===== src/rtl/cistercian_scan_driver_pkg.sv =====
// Shared types and constants for the Cistercian numeral scan driver:
// FSM states, BCD digit layout and the nibble correction used by double dabble.
package cistercian_scan_driver_pkg;

  localparam int MAX_VALUE  = 9999;
  localparam int CONV_STEPS = 14;
  localparam int BIN_W      = 14;

  typedef enum logic [1:0] {
    ST_IDLE,
    ST_CONV,
    ST_COMMIT
  } state_e;

  typedef struct packed {
    logic [3:0] thousands;
    logic [3:0] hundreds;
    logic [3:0] tens;
    logic [3:0] units;
  } bcd_t;

  // A nibble of 5 or more would exceed 9 after doubling, so pre-correct it.
  function automatic logic [3:0] add3(input logic [3:0] nib);
    return (nib >= 4'd5) ? nib + 4'd3 : nib;
  endfunction

  function automatic logic [BIN_W-1:0] saturate(input logic [BIN_W-1:0] v);
    return (v > BIN_W'(MAX_VALUE)) ? BIN_W'(MAX_VALUE) : v;
  endfunction

endpackage


===== src/rtl/cistercian_scan_driver_if.sv =====
// Load/status handshake between a value source and the scan driver.
interface cistercian_scan_driver_if;
  logic [13:0] value;
  logic        load;
  logic        busy;
  logic        ovf;

  modport master (output value, load, input  busy, ovf);
  modport slave  (input  value, load, output busy, ovf);
endinterface


===== src/rtl/cistercian_scan_driver_b2b.sv =====
// Sequential binary-to-BCD converter: one add-3/shift step per clock,
// started by a one-cycle pulse and finishing after CONV_STEPS steps.
module bin2bcd_seq
  import cistercian_scan_driver_pkg::*;
(
  input  logic             clk,
  input  logic             rst,
  input  logic             start_i,
  input  logic [BIN_W-1:0] bin_i,
  output logic             last_o,
  output bcd_t             bcd_o
);

  logic [BIN_W-1:0] shift_q, shift_d;
  logic [15:0]      bcd_q, bcd_d;
  logic [3:0]       step_q, step_d;
  logic             active_q, active_d;
  logic [15:0]      adj;

  // NOTE: every variable written here gets a default first, so no path leaves it unassigned and no latch is inferred.
  always_comb begin
    shift_d  = shift_q;
    bcd_d    = bcd_q;
    step_d   = step_q;
    active_d = active_q;
    for (int i = 0; i < 4; i++) adj[4*i +: 4] = add3(bcd_q[4*i +: 4]);
    if (start_i) begin
      shift_d  = bin_i;
      bcd_d    = '0;
      step_d   = '0;
      active_d = 1'b1;
    end else if (active_q) begin
      bcd_d   = {adj[14:0], shift_q[BIN_W-1]};
      shift_d = {shift_q[BIN_W-2:0], 1'b0};
      step_d  = step_q + 4'd1;
      if (step_q == 4'(CONV_STEPS - 1)) active_d = 1'b0;
    end
  end

  // NOTE: state registers use non-blocking assignments so every flop samples pre-edge values.
  always_ff @(posedge clk) begin
    if (rst) begin
      shift_q  <= '0;
      bcd_q    <= '0;
      step_q   <= '0;
      active_q <= 1'b0;
    end else begin
      shift_q  <= shift_d;
      bcd_q    <= bcd_d;
      step_q   <= step_d;
      active_q <= active_d;
    end
  end

  assign last_o = active_q && (step_q == 4'(CONV_STEPS - 1));
  assign bcd_o  = bcd_t'(bcd_q);

endmodule


===== src/rtl/cistercian_scan_driver.sv =====
// Converts a loaded binary value to BCD and multiplexes the four digits onto
// a dual Cistercian decoder in two alternating glyph-half phases.
module cistercian_scan_driver
  import cistercian_scan_driver_pkg::*;
#(
  parameter int SCAN_DIV = 1024,
  parameter int GUARD    = 8
) (
  input  logic                      clk,
  input  logic                      rst,
  cistercian_scan_driver_if.slave   bus,
  input  logic                      lamp_test,
  output logic [3:0]                dig1,
  output logic [3:0]                dig2,
  output logic                      phase,
  output logic                      lt_n,
  output logic                      bi
);

  localparam int CNT_W = (SCAN_DIV > 1) ? $clog2(SCAN_DIV) : 1;

  state_e             state_q, state_d;
  logic               busy_q, busy_d, ovf_q, ovf_d, start_q, start_d;
  logic [BIN_W-1:0]   cap_q, cap_d;
  logic               cap_ovf_q, cap_ovf_d;
  bcd_t               pend_q, pend_d, disp_q, disp_d, conv_bcd;
  logic               pend_vld_q, pend_vld_d;
  logic [CNT_W-1:0]   cnt_q, cnt_d;
  logic               phase_q, phase_d, bi_q, bi_d, lt_n_q, lt_n_d;
  logic [3:0]         dig1_q, dig1_d, dig2_q, dig2_d;
  logic               conv_start, conv_last, commit, accept, wrap;

  bin2bcd_seq u_b2b (
    .clk     (clk),
    .rst     (rst),
    .start_i (conv_start),
    .bin_i   (cap_q),
    .last_o  (conv_last),
    .bcd_o   (conv_bcd)
  );

  always_comb begin
    state_d    = state_q;
    conv_start = 1'b0;
    commit     = 1'b0;
    case (state_q)
      ST_IDLE:   if (start_q) begin conv_start = 1'b1; state_d = ST_CONV; end
      ST_CONV:   if (conv_last) state_d = ST_COMMIT;
      ST_COMMIT: begin commit = 1'b1; state_d = ST_IDLE; end
      default:   state_d = ST_IDLE;
    endcase
  end

  // The result is staged in pend_q and only moves to disp_q when a new glyph starts.
  always_comb begin
    accept     = bus.load && !busy_q && (state_q == ST_IDLE);
    busy_d     = busy_q;
    ovf_d      = ovf_q;
    start_d    = accept;
    cap_d      = cap_q;
    cap_ovf_d  = cap_ovf_q;
    pend_d     = pend_q;
    pend_vld_d = pend_vld_q;
    disp_d     = disp_q;
    wrap       = (cnt_q == CNT_W'(SCAN_DIV - 1));
    cnt_d      = wrap ? '0 : cnt_q + 1'b1;
    phase_d    = wrap ? ~phase_q : phase_q;
    if (accept) begin
      busy_d    = 1'b1;
      cap_d     = saturate(bus.value);
      cap_ovf_d = (bus.value > BIN_W'(MAX_VALUE));
    end
    if (wrap && phase_q && pend_vld_q) begin
      disp_d     = pend_q;
      pend_vld_d = 1'b0;
    end
    if (commit) begin
      busy_d     = 1'b0;
      ovf_d      = cap_ovf_q;
      pend_d     = conv_bcd;
      pend_vld_d = 1'b1;
    end
    dig1_d = phase_d ? disp_d.hundreds  : disp_d.units;
    dig2_d = phase_d ? disp_d.thousands : disp_d.tens;
    bi_d   = (cnt_d >= CNT_W'(GUARD));
    lt_n_d = ~lamp_test;
  end

  always_ff @(posedge clk) begin
    if (rst) begin
      state_q    <= ST_IDLE;
      busy_q     <= 1'b0;
      ovf_q      <= 1'b0;
      start_q    <= 1'b0;
      cap_q      <= '0;
      cap_ovf_q  <= 1'b0;
      pend_q     <= '0;
      pend_vld_q <= 1'b0;
      disp_q     <= '0;
      cnt_q      <= '0;
      phase_q    <= 1'b0;
      dig1_q     <= '0;
      dig2_q     <= '0;
      bi_q       <= 1'b0;
      lt_n_q     <= 1'b1;
    end else begin
      state_q    <= state_d;
      busy_q     <= busy_d;
      ovf_q      <= ovf_d;
      start_q    <= start_d;
      cap_q      <= cap_d;
      cap_ovf_q  <= cap_ovf_d;
      pend_q     <= pend_d;
      pend_vld_q <= pend_vld_d;
      disp_q     <= disp_d;
      cnt_q      <= cnt_d;
      phase_q    <= phase_d;
      dig1_q     <= dig1_d;
      dig2_q     <= dig2_d;
      bi_q       <= bi_d;
      lt_n_q     <= lt_n_d;
    end
  end

  assign bus.busy = busy_q;
  assign bus.ovf  = ovf_q;
  assign dig1     = dig1_q;
  assign dig2     = dig2_q;
  assign phase    = phase_q;
  assign bi       = bi_q;
  assign lt_n     = lt_n_q;

endmodule


===== src/flat_wrapper.sv =====
// flat-port wrapper written by rule: the top's interface ports become plain ports
module cistercian_scan_driver_flat import cistercian_scan_driver_pkg::*;
#(
  parameter int SCAN_DIV = 1024,
  parameter int GUARD    = 8
)
  (clk, rst, lamp_test, dig1, dig2, phase, lt_n, bi, bus_value, bus_load, bus_busy, bus_ovf);
  cistercian_scan_driver_if bus_i ();
  input  logic clk;
  input  logic rst;
  input  logic lamp_test;
  output logic [3:0] dig1;
  output logic [3:0] dig2;
  output logic phase;
  output logic lt_n;
  output logic bi;
  input wire logic [$bits(bus_i.value)-1:0] bus_value;
  input wire logic [$bits(bus_i.load)-1:0] bus_load;
  output wire logic [$bits(bus_i.busy)-1:0] bus_busy;
  output wire logic [$bits(bus_i.ovf)-1:0] bus_ovf;
  assign bus_i.value = bus_value;
  assign bus_i.load = bus_load;
  assign bus_busy = bus_i.busy;
  assign bus_ovf = bus_i.ovf;
  cistercian_scan_driver #(.SCAN_DIV(SCAN_DIV), .GUARD(GUARD)) u_core (.clk(clk), .rst(rst), .bus(bus_i), .lamp_test(lamp_test), .dig1(dig1), .dig2(dig2), .phase(phase), .lt_n(lt_n), .bi(bi));
endmodule

===== config.mk =====
export PLATFORM = sky130hd
export DESIGN_NAME = cistercian_scan_driver_flat
export DESIGN_NICKNAME = d
export VERILOG_FILES = /design/src/rtl/cistercian_scan_driver_pkg.sv /design/src/rtl/cistercian_scan_driver_if.sv /design/src/rtl/cistercian_scan_driver_b2b.sv /design/src/rtl/cistercian_scan_driver.sv /design/src/flat_wrapper.sv
export SDC_FILE = /design/constraint.sdc
export NUM_CORES = 1
export LEC_CHECK = 0
export BUFFER_PORTS_ARGS = -buffer_cell sky130_fd_sc_hd__buf_2
export CORE_MARGIN = 2
export CORE_UTILIZATION = 54
export CTS_CLUSTER_SIZE = 16
export DETAILED_ROUTE_END_ITERATION = 12
export GPL_ROUTABILITY_DRIVEN = 0
export PLACE_DENSITY = 0.75
export SYNTH_ARGS = -nofsm -noshare
export SYNTH_HDL_FRONTEND = slang
export SYNTH_SLANG_ARGS = --single-unit

===== constraint.sdc =====
create_clock -name clk -period 2.1 [get_ports clk]
set_clock_uncertainty 0.2 [all_clocks]
set_input_delay 0.315 -clock clk [delete_from_list [all_inputs] [get_ports clk]]
set_output_delay 0.315 -clock clk [all_outputs]
set_load 0.01 [all_outputs]

Word level (Yosys, flattened, before mapping):

Index checks and enable logic that the tools add are counted.

* register bits after elaboration: 109
* bits of input ports: 18

* $add $sub $neg: 6
* magnitude comparators: 6
* equality and inequality tests: 6
* mux-type cells: 23
* bitwise gates (word level): 2
* reduce and logical (&&, ||, !) cells: 12

Operator list (count)
* $mux 14: 3
* $mux 4: 5
* $ge 4x3->1 const B: 4
* $mux 16: 1
* $gt 14x14->1 const B: 1
* $add 4x2->4 const B: 3
* $add 10x1->10 const B: 1
* $eq 10x10->1 const B: 1
* $ge 10x4->1 const B: 1
* $mux 10: 1
* $mux 1: 9
* $logic_and 1x1->1: 5
* $add 4x1->4 const B: 1
* $eq 4x4->1 const B: 1
* $mux 2: 2
* $ne 2x1->1 const B: 2
* $pmux 2 s2: 1
* $reduce_bool 2->1: 2
* $reduce_or 2->1: 2
* $add 3x2->3 const B: 1
* $mux 3: 1
* $eq 2x1->1 const B: 1
* $eq 2x2->1 const B: 1
* $logic_not 2->1: 1
* 3 further kinds: 4

Depth between registers and ports, before layout:

Gate-level depths: netlist (run 1).

* depth in word-level cells: 5
* mapped depth: 10

Hierarchy:

A second synthesis (run 1) with hierarchy kept.

* cell total of the unflattened synthesis: 528
* area total of the unflattened synthesis: 4789.6 um^2

By module, submodules not included
* cistercian_scan_driver: instances 1, cells an instance 309, area each 2849.0 um^2, sequential area each 1481.4 um^2
* bin2bcd_seq: instances 1, cells an instance 219, area each 1940.6 um^2, sequential area each 700.7 um^2

Worst setup path after synthesis (run 1):

OpenSTA, ideal clock, no wires.

* kind: register -> register
* start: register u_core.cnt_q[0]
* end: register u_core.dig1_q[0] (netlist: u_core.dig1[0])
* setup time: 0.072 ns
* arrival time: 1.862 ns
* required time: 1.828 ns
* slack: -0.034 ns
* cell stages (with the launch flop): 10
* buffers on the path: 3
* period minus slack after synthesis: 2.134 ns
* cells stage by stage: dfxtp_1 -> ha_1 -> buf_2 -> nand3_1 -> nor2_1 -> ha_1 -> clkbuf_1 -> nor2b_1 -> clkbuf_1 -> a2bb2oi_1

* elaborated cells between the ends (all ways): 6
* classes of those cells: 1 x eq/ne; 3 x mux; 2 x reduce/logical

RTL lines
* start, declared: RTL line cistercian_scan_driver.sv:28 `logic [CNT_W-1:0] cnt_q, cnt_d;`
* start signal, assigned: RTL line cistercian_scan_driver.sv:116 `cnt_q <= cnt_d;`
* $eq 10x10->1: RTL line cistercian_scan_driver.sv:65 `wrap = (cnt_q == CNT_W'(SCAN_DIV - 1));`
* $mux 1: RTL line cistercian_scan_driver.sv:67 `phase_d = wrap ? ~phase_q : phase_q;`
* named net u_core.phase_d: RTL line cistercian_scan_driver.sv:29 `logic phase_q, phase_d, bi_q, bi_d, lt_n_q, lt_n_d;`
* $mux 4: RTL line cistercian_scan_driver.sv:83 `dig1_d = phase_d ? disp_d.hundreds : disp_d.units;`
* end signal, assigned: RTL line cistercian_scan_driver.sv:118 `dig1_q <= dig1_d;`
* end, declared: RTL line cistercian_scan_driver.sv:30 `logic [3:0] dig1_q, dig1_d, dig2_q, dig2_d;`

The timed path passes the listed nets, and every way through them passes these cells.
A chain may end at the register's enable or synchronous reset.

Worst setup path after layout (run 1):

* start: register u_core.cnt_q[0]
* end: register u_core.dig2_q[2] (netlist: u_core.dig2[2])

* longest elaborated chain between the ends: 5
* elaborated cells between the ends (all ways): 6
* classes of those cells: 1 x eq/ne; 3 x mux; 2 x reduce/logical

RTL lines
* $eq 10x10->1 *: RTL line cistercian_scan_driver.sv:65
* $logic_and 1x1->1 (2 in series): RTL line cistercian_scan_driver.sv:73 `if (wrap && phase_q && pend_vld_q) begin`
* $mux 16: RTL line cistercian_scan_driver.sv:73
* $mux 4 *: RTL line cistercian_scan_driver.sv:84 `dig2_d = phase_d ? disp_d.thousands : disp_d.tens;`
* end signal, assigned: RTL line cistercian_scan_driver.sv:119 `dig2_q <= dig2_d;`
* end, declared: RTL line cistercian_scan_driver.sv:30

Every way passes the cells marked *; elsewhere a longest branch is shown, timed or not.

==> impl_metrics.csv, run 1 <==
group,metric,value,unit
outcome,outcome,"finished, final reports clean",
worst_setup_path,worst_ep_arrival_time,2090,ps
clocking,path_clk_slew,100,ps
worst_setup_path,cpMaxStageDelayCell,"dfxtp_2",
layout,fin_nets,556,
power,p_leak,0.00188,uW
route,drt_wl_total,8810,um
grt,track_usage,20.5,%
grt,grt_overflow,0,
yosys,synthTopCellsByCount,"dfxtp_1, nand2_1, a21oi_1",
worst_setup_path,path_cells,"ha_1, nand3_1, nor2_1, ha_1, nand2_1, buf_12, nand2_1, a21oi_2, a2bb2oi_1",
placed_design,hpwlAfterDp,6030,um
yosys,ys_seq_area_share,49.8,%
sta,rsz0062_at_grt,"yes",
sta,min_period,2010,ps
yosys,synth_top_area_share,49.8,%
worst_setup_path,critPathKind,"reg2reg",
layout,n_antenna_cell,0,
sta,fin_tns_setup,0,ps
min_path,hp-class,"in2reg",
power,totalPowerFinal,3760,uW
layout,fin_cells,632,
flow_run,maxCapViolCount,0,
placed_design,portBuffers,30,
power,p_per_area,748,nW/um^2
worst_setup_path,start_kind,"flip-flop",
grt,grt.met3_usage,3.93,%
layout,area_growth_syn_to_layout,14.4,%
layout,utilization,64.3,%
grt,grt_util_met2,31.9,%
clocking,numCtsBuffers,9,
yosys,synth-seq-cells,109,
sta,max_freq,498,MHz
yosys,yosysTopAreaCell,"dfxtp_1",
grt,antenna_found_initial,0,
sta,worst_slew_pin_slew,683,ps
floorplanning,io_pins,31,
clocking,clk_latency,360,ps
yosys,synth.cell_area,4380,um^2
floorplanning,die_x,94.1,um
route,drtPass1Iterations,4,
clocking,numClockSinks,109,
clocking,clockRootBuffer,"clkbuf_8",
sta,hold_viol_final,0,
worst_setup_path,crit_fanout,16,
grt,grt_pass1_vias,3126,
worst_setup_path,worst-path-buf-inv,1,
grt,grt_pass1_wl,14400,um
yosys,synth_edf_count,0,
yosys,avgSynthCellArea,9.00,um^2
worst_setup_path,max_stage_delay,350,ps
route,vias_per_cell,5.49,
yosys,synthCells,487,
floorplanning,initial_core_util,56.2,%
grt,grt_max_degree,34,
worst_setup_path,cp.required,2190,ps
power,vdd_drop_max,398,uV
floorplanning,rows,32,
layout,drive_above_1_share,17.7,%
grt,top_usage_layer,"met2",
floorplanning,die_area,8860,um^2
layout,nFillCells,652,
sta,min_period_over_period,95.6,%
yosys,ys.flop_type,"dfxtp_1",
route,detail-route-antenna-nets,0,
grt,use_met1,28.5,%
yosys,synth_cell_types,43,
route,drc,0,
clocking,cts_buffer_depth,2,
placed_design,dp.cells,611,
clocking,htree_num_levels,3,
yosys,ys_top_cells_by_area,"dfxtp_1, nand2_1, mux2i_1, a21oi_1, ha_1",
floorplanning,core_area,7810,um^2
worst_setup_path,r2r_slack,90,ps
yosys,async_reset_ff_share,0,%
worst_setup_path,critPathTopFamily,"adder cells",
floorplanning,die_h,94.1,um
route,vias,3470,
sta,finalSetupViolations,0,
sta,slew_viol_final,0,
yosys,yosys.cell_count.top_type,"dfxtp_1",
yosys,synth_nets,518,
clocking,cts_tree,"built",
yosys,yosysWarnings,0,
route,wire_per_inst,13.9,um
sta,slew_headroom,54.3,%
clocking,cts_setup_buffers,0,
route,first_iter_violations,107,
worst_setup_path,worstSetupEndpointType,"flip-flop",
## metal layers
layer | part of all wire, % | up-vias
met5 | 0 | -
met4 | 1.6 | 0
met3 | 3.0 | 11
met2 | 46 | 54
met1 | 49 | 1642
li1 | - | 1763
## layout by cell type (no fill, tap or decap), drive strengths merged, types with 3 or more instances in the layout
cell type    instances
nor4                 3
nand3b               7
clkbuf              10
o21ai               26
dfxtp              109
xnor2                7
or3b                 3
nor2                31
nor2b                3
nand3               25
ha                  13
a31oi                8
a21oi               43
buf                 51
nand2               78
inv                 12
and3                 3
a22oi                4
mux2i               22
nand4                4
o221a                7
a2bb2oi              8
dlygate4sd3          5
xor2                 6
nand2b              17
## cells by family after synthesis
kind of cell / share of synthesized area (%)
AO/OA/AOI/OAI: 15.5
XOR/XNOR: 2.60
adder cells (fa/ha/maj): 3.71
buffers and inverters: 3.65
flip-flops: 49.8
multiplexers: 5.02
AND/OR/NAND/NOR: 19.7
## final cells by class
cell class / instances / area [um^2] / area share, %
multi-input cells: 338 / 2070 / 41.2
clock inverters: 6 / 95.1 / 1.90
repair buffers: 56 / 370 / 7.38
clock buffers: 10 / 128 / 2.54
flip-flops and latches: 109 / 2190 / 43.6
inverters: 11 / 41.3 / 0.823
well taps: 102 / 128 / 2.54
## sequential cells by signal, summed over array words and instances, names as in the netlist, 4 cells and up
register / flops
u_core.pend_q: 16
u_core.dig2: 4
u_core.disp_q: 16
u_core.cnt_q: 10
u_core.u_b2b.step_q: 4
u_core.u_b2b.bcd_o: 16
u_core.cap_q: 14
u_core.u_b2b.shift_q: 14
u_core.dig1: 4
## power breakdown
part / leakage [uW] / total (uW) / switching, uW / internal (uW)
registers: 0.000884 / 2150 / 36.6 / 2110
logic: 0.000893 / 225 / 123 / 103
clock network: 0.000105 / 1380 / 701 / 682
## through the flow
step,worst slack (ps),hold WS (ps),instance area (um^2)
after global routing,-42.7,0.642,5020
after floorplan,47.9,185,4390
final,92.3,13.5,5020
after detailed placement,-2.71,248,4710
after global placement,95.0,240,4710
after CTS,2.46,3.95,4990
## what timing repair did
item | 4_1_cts | 5_1_grt
gates resized for setup | 2 | 9
endpoints found under the hold margin | 5 | 0
endpoints found under the setup margin | 4 | 15
hold buffers | 5 | 0
## final timing paths
kind,startpoint,end,cells past startpoint
setup / recovery,u_core.cnt_q[0],u_core.dig2[2],9
setup reg to reg,u_core.cnt_q[0],u_core.dig2[2],9
hold reg to reg,u_core.cnt_q[0],u_core.cnt_q[0],1
hold / removal,bus_value[0],u_core.cap_q[0],2
(Power assumes the default switching activity.)
==> run 2, diff against run 1 <==
- CORE_UTILIZATION: 54 -> 64
- CTS_CLUSTER_DIAMETER: unset -> 40
- MAX_ROUTING_LAYER: unset -> met4
- PLACE_DENSITY: 0.75 -> 0.84
- clock period: 2.1 -> 2.4 ns (I/O delays scaled with it)
==> impl_metrics.csv, run 2 (same netlist as run 1, synthesis figures left out) <==
group,metric,value,unit
worst_setup_path,rr_startpoint,"u_core.cnt_q[3]",
route,drtPass1Iterations,4,
power,totalPowerFinal,3100,uW
sta,rsz0062_at_grt,"no",
clocking,numCtsBuffers,9,
grt,grt.met3_usage,6.67,%
route,wire_per_inst,14.2,um
worst_setup_path,worst-path-buf-inv,0,
floorplanning,die_area,7530,um^2
worst_setup_path,path_cells,"nand3_2, or2_1, nor2_1, ha_1, and2_2, nand2_1, a21oi_1, a2bb2oi_1",
route,detail-route-antenna-nets,0,
worst_setup_path,r2r_slack,190,ps
min_path,hp-class,"in2reg",
worst_setup_path,start_kind,"flip-flop",
grt,use_met1,29.7,%
power,p_sw,778,uW
clocking,cts_buffer_depth,2,
worst_setup_path,r2r_cells,8,
route,first_iter_violations,156,
grt,antenna_found_initial,0,
sta,slew_viol_final,0,
min_path,min_path_cells,3,
worst_setup_path,path_depth,8,
power,p_sw_share,25.1,%
sta,hold_viol_final,0,
placed_design,portBuffers,30,
layout,nFillCells,515,
sta,fin_tns_setup,0,ps
grt,grt_pass1_wl,14300,um
grt,top_usage_layer,"met2",
layout,layout_common_cells,"dfxtp_1, nand2_1, a21oi_1",
worst_setup_path,critPathTopFamily,"simple AND/OR/NAND/NOR gates",
clocking,path_clk_slew,100,ps
route,drt_wl_total,8470,um
sta,min_period_over_period,91.9,%
clocking,cts_setup_buffers,0,
worst_setup_path,crit_start,"u_core.cnt_q[3]",
power,intPower,2320,uW
layout,area_growth_syn_to_layout,9.36,%
flow_run,maxCapViolCount,0,
clocking,clk_latency,380,ps
grt,track_usage,24.6,%
grt,grt_max_degree,35,
power,p_clk_share,33.5,%
worst_setup_path,cp.required,2500,ps
sta,min_period,2210,ps
worst_setup_path,crit_fanout,8,
worst_setup_path,crit_end,"u_core.dig1[0]",
power,sequentialPowerShare,60.7,%
route,vias_per_cell,5.75,
power,vdd_drop_max,443,uV
floorplanning,io_pins,31,
floorplanning,core_area,6720,um^2
floorplanning,die_x,86.8,um
route,vias,3428,
worst_setup_path,rr_endpoint,"u_core.dig1[0]",
grt,grt_pass1_vias,3224,
worst_setup_path,worstSetupEndpointType,"flip-flop",
power,power_frac_comb,5.8,%
layout,layout.cells.most_common,"dfxtp_1",
clocking,cts_tree,"built",
floorplanning,rows,30,
clocking,clockRootBuffer,"clkbuf_8",
power,p_leak,0.00180,uW
clocking,htree_num_levels,3,
floorplanning,die_h,86.8,um
outcome,outcome,"finished, final reports clean",
sta,max_freq,453,MHz
placed_design,hpwlAfterDp,5930,um
worst_setup_path,max_stage_delay,460,ps
worst_setup_path,critPathKind,"reg2reg",
worst_setup_path,cpMaxStageDelayCell,"dfxtp_1",
sta,worst_slew_pin_slew,623,ps
floorplanning,initial_core_util,65.3,%
min_path,worstHoldStart,"bus_value[5]",
layout,n_antenna_cell,0,
layout,fin_nets,542,
route,drc,0,
worst_setup_path,worst_ep_arrival_time,2310,ps
grt,grt_util_met2,40.5,%
clocking,numClockSinks,109,
sta,slew_headroom,58.3,%
grt,grt_overflow,0,
sta,finalSetupViolations,0,
layout,drive_above_1_share,14.9,%
power,p_per_area,647,nW/um^2
[run 2: cell count changes in the layout (fill, tap and decap cells not counted), sizes merged]
cell         before  now
buf              51   41
dlygate4sd3       5    1
inv              12   15
bufinv            2    0
clkinvlp          2    0
clkinv            1    2
[run 2: worst min-delay path by stage]
stage	endpoint	slack [ps]
2_1_floorplan	u_core.u_b2b.shift_q[11]	220
3_3_place_gp	u_core.u_b2b.shift_q[10]	240
3_5_place_dp	u_core.u_b2b.shift_q[10]	250
4_1_cts	u_core.cap_q[5]	30
5_1_grt	u_core.cap_q[1]	30
6_report	u_core.cap_q[5]	30
[run 2: layout make-up]
class	instances	area, um^2	area share, %
clock buffer	10	128	2.66
clock inverter	6	51.3	1.07
inverter	11	41.3	0.861
multi-input combinational	338	2050	42.7
sequential	109	2180	45.5
tap	80	100	2.09
timing repair buffer	42	243	5.06
[run 2: routing by layer]
metal  part of all wire (%)  wire length, um  vias up
met2                     49             4130       70
li1                       -                -     1734
met1                     46             3900     1615
met4                    1.4              119        0
met3                    3.8              319        9
met5                      0                0        -
[run 2: metrics by stage]
step	util [%]	setup WS, ps	area (um^2)	instances	hold slack, ps
detailed placement	68.5	154	4600	579	247
finish	71.4	194	4790	596	34.9
global placement	68.5	290	4600	579	239
global route	71.4	65.5	4790	596	26.0
CTS	71.3	121	4790	596	27.7
floorplan	-	266	4380	487	225
[run 2: power groups by stage]
stage / Sequential (uW) / Combinational (uW) / Clock (uW)
after floorplan: 1910 / 135 / 0
after global placement: 1920 / 172 / 0
after detailed placement: 1920 / 178 / 0
after CTS: 1880 / 180 / 1060
after global routing: 1890 / 201 / 1140
final: 1880 / 180 / 1040
[run 2: worst register-to-register path, cell delays in order, from the launching register on]
cell	delay [ps]
dfxtp_1	460
nand3_2	160
or2_1	280
nor2_1	140
ha_1	200
and2_2	240
nand2_1	90
a21oi_1	180
a2bb2oi_1	190
[run 2: timing repair]
item / CTS / global route
hold endpoints to repair: 1 / 0
setup endpoints to repair: 0 / 7
hold buffers: 1 / 0
gates resized for setup: 0 / 3
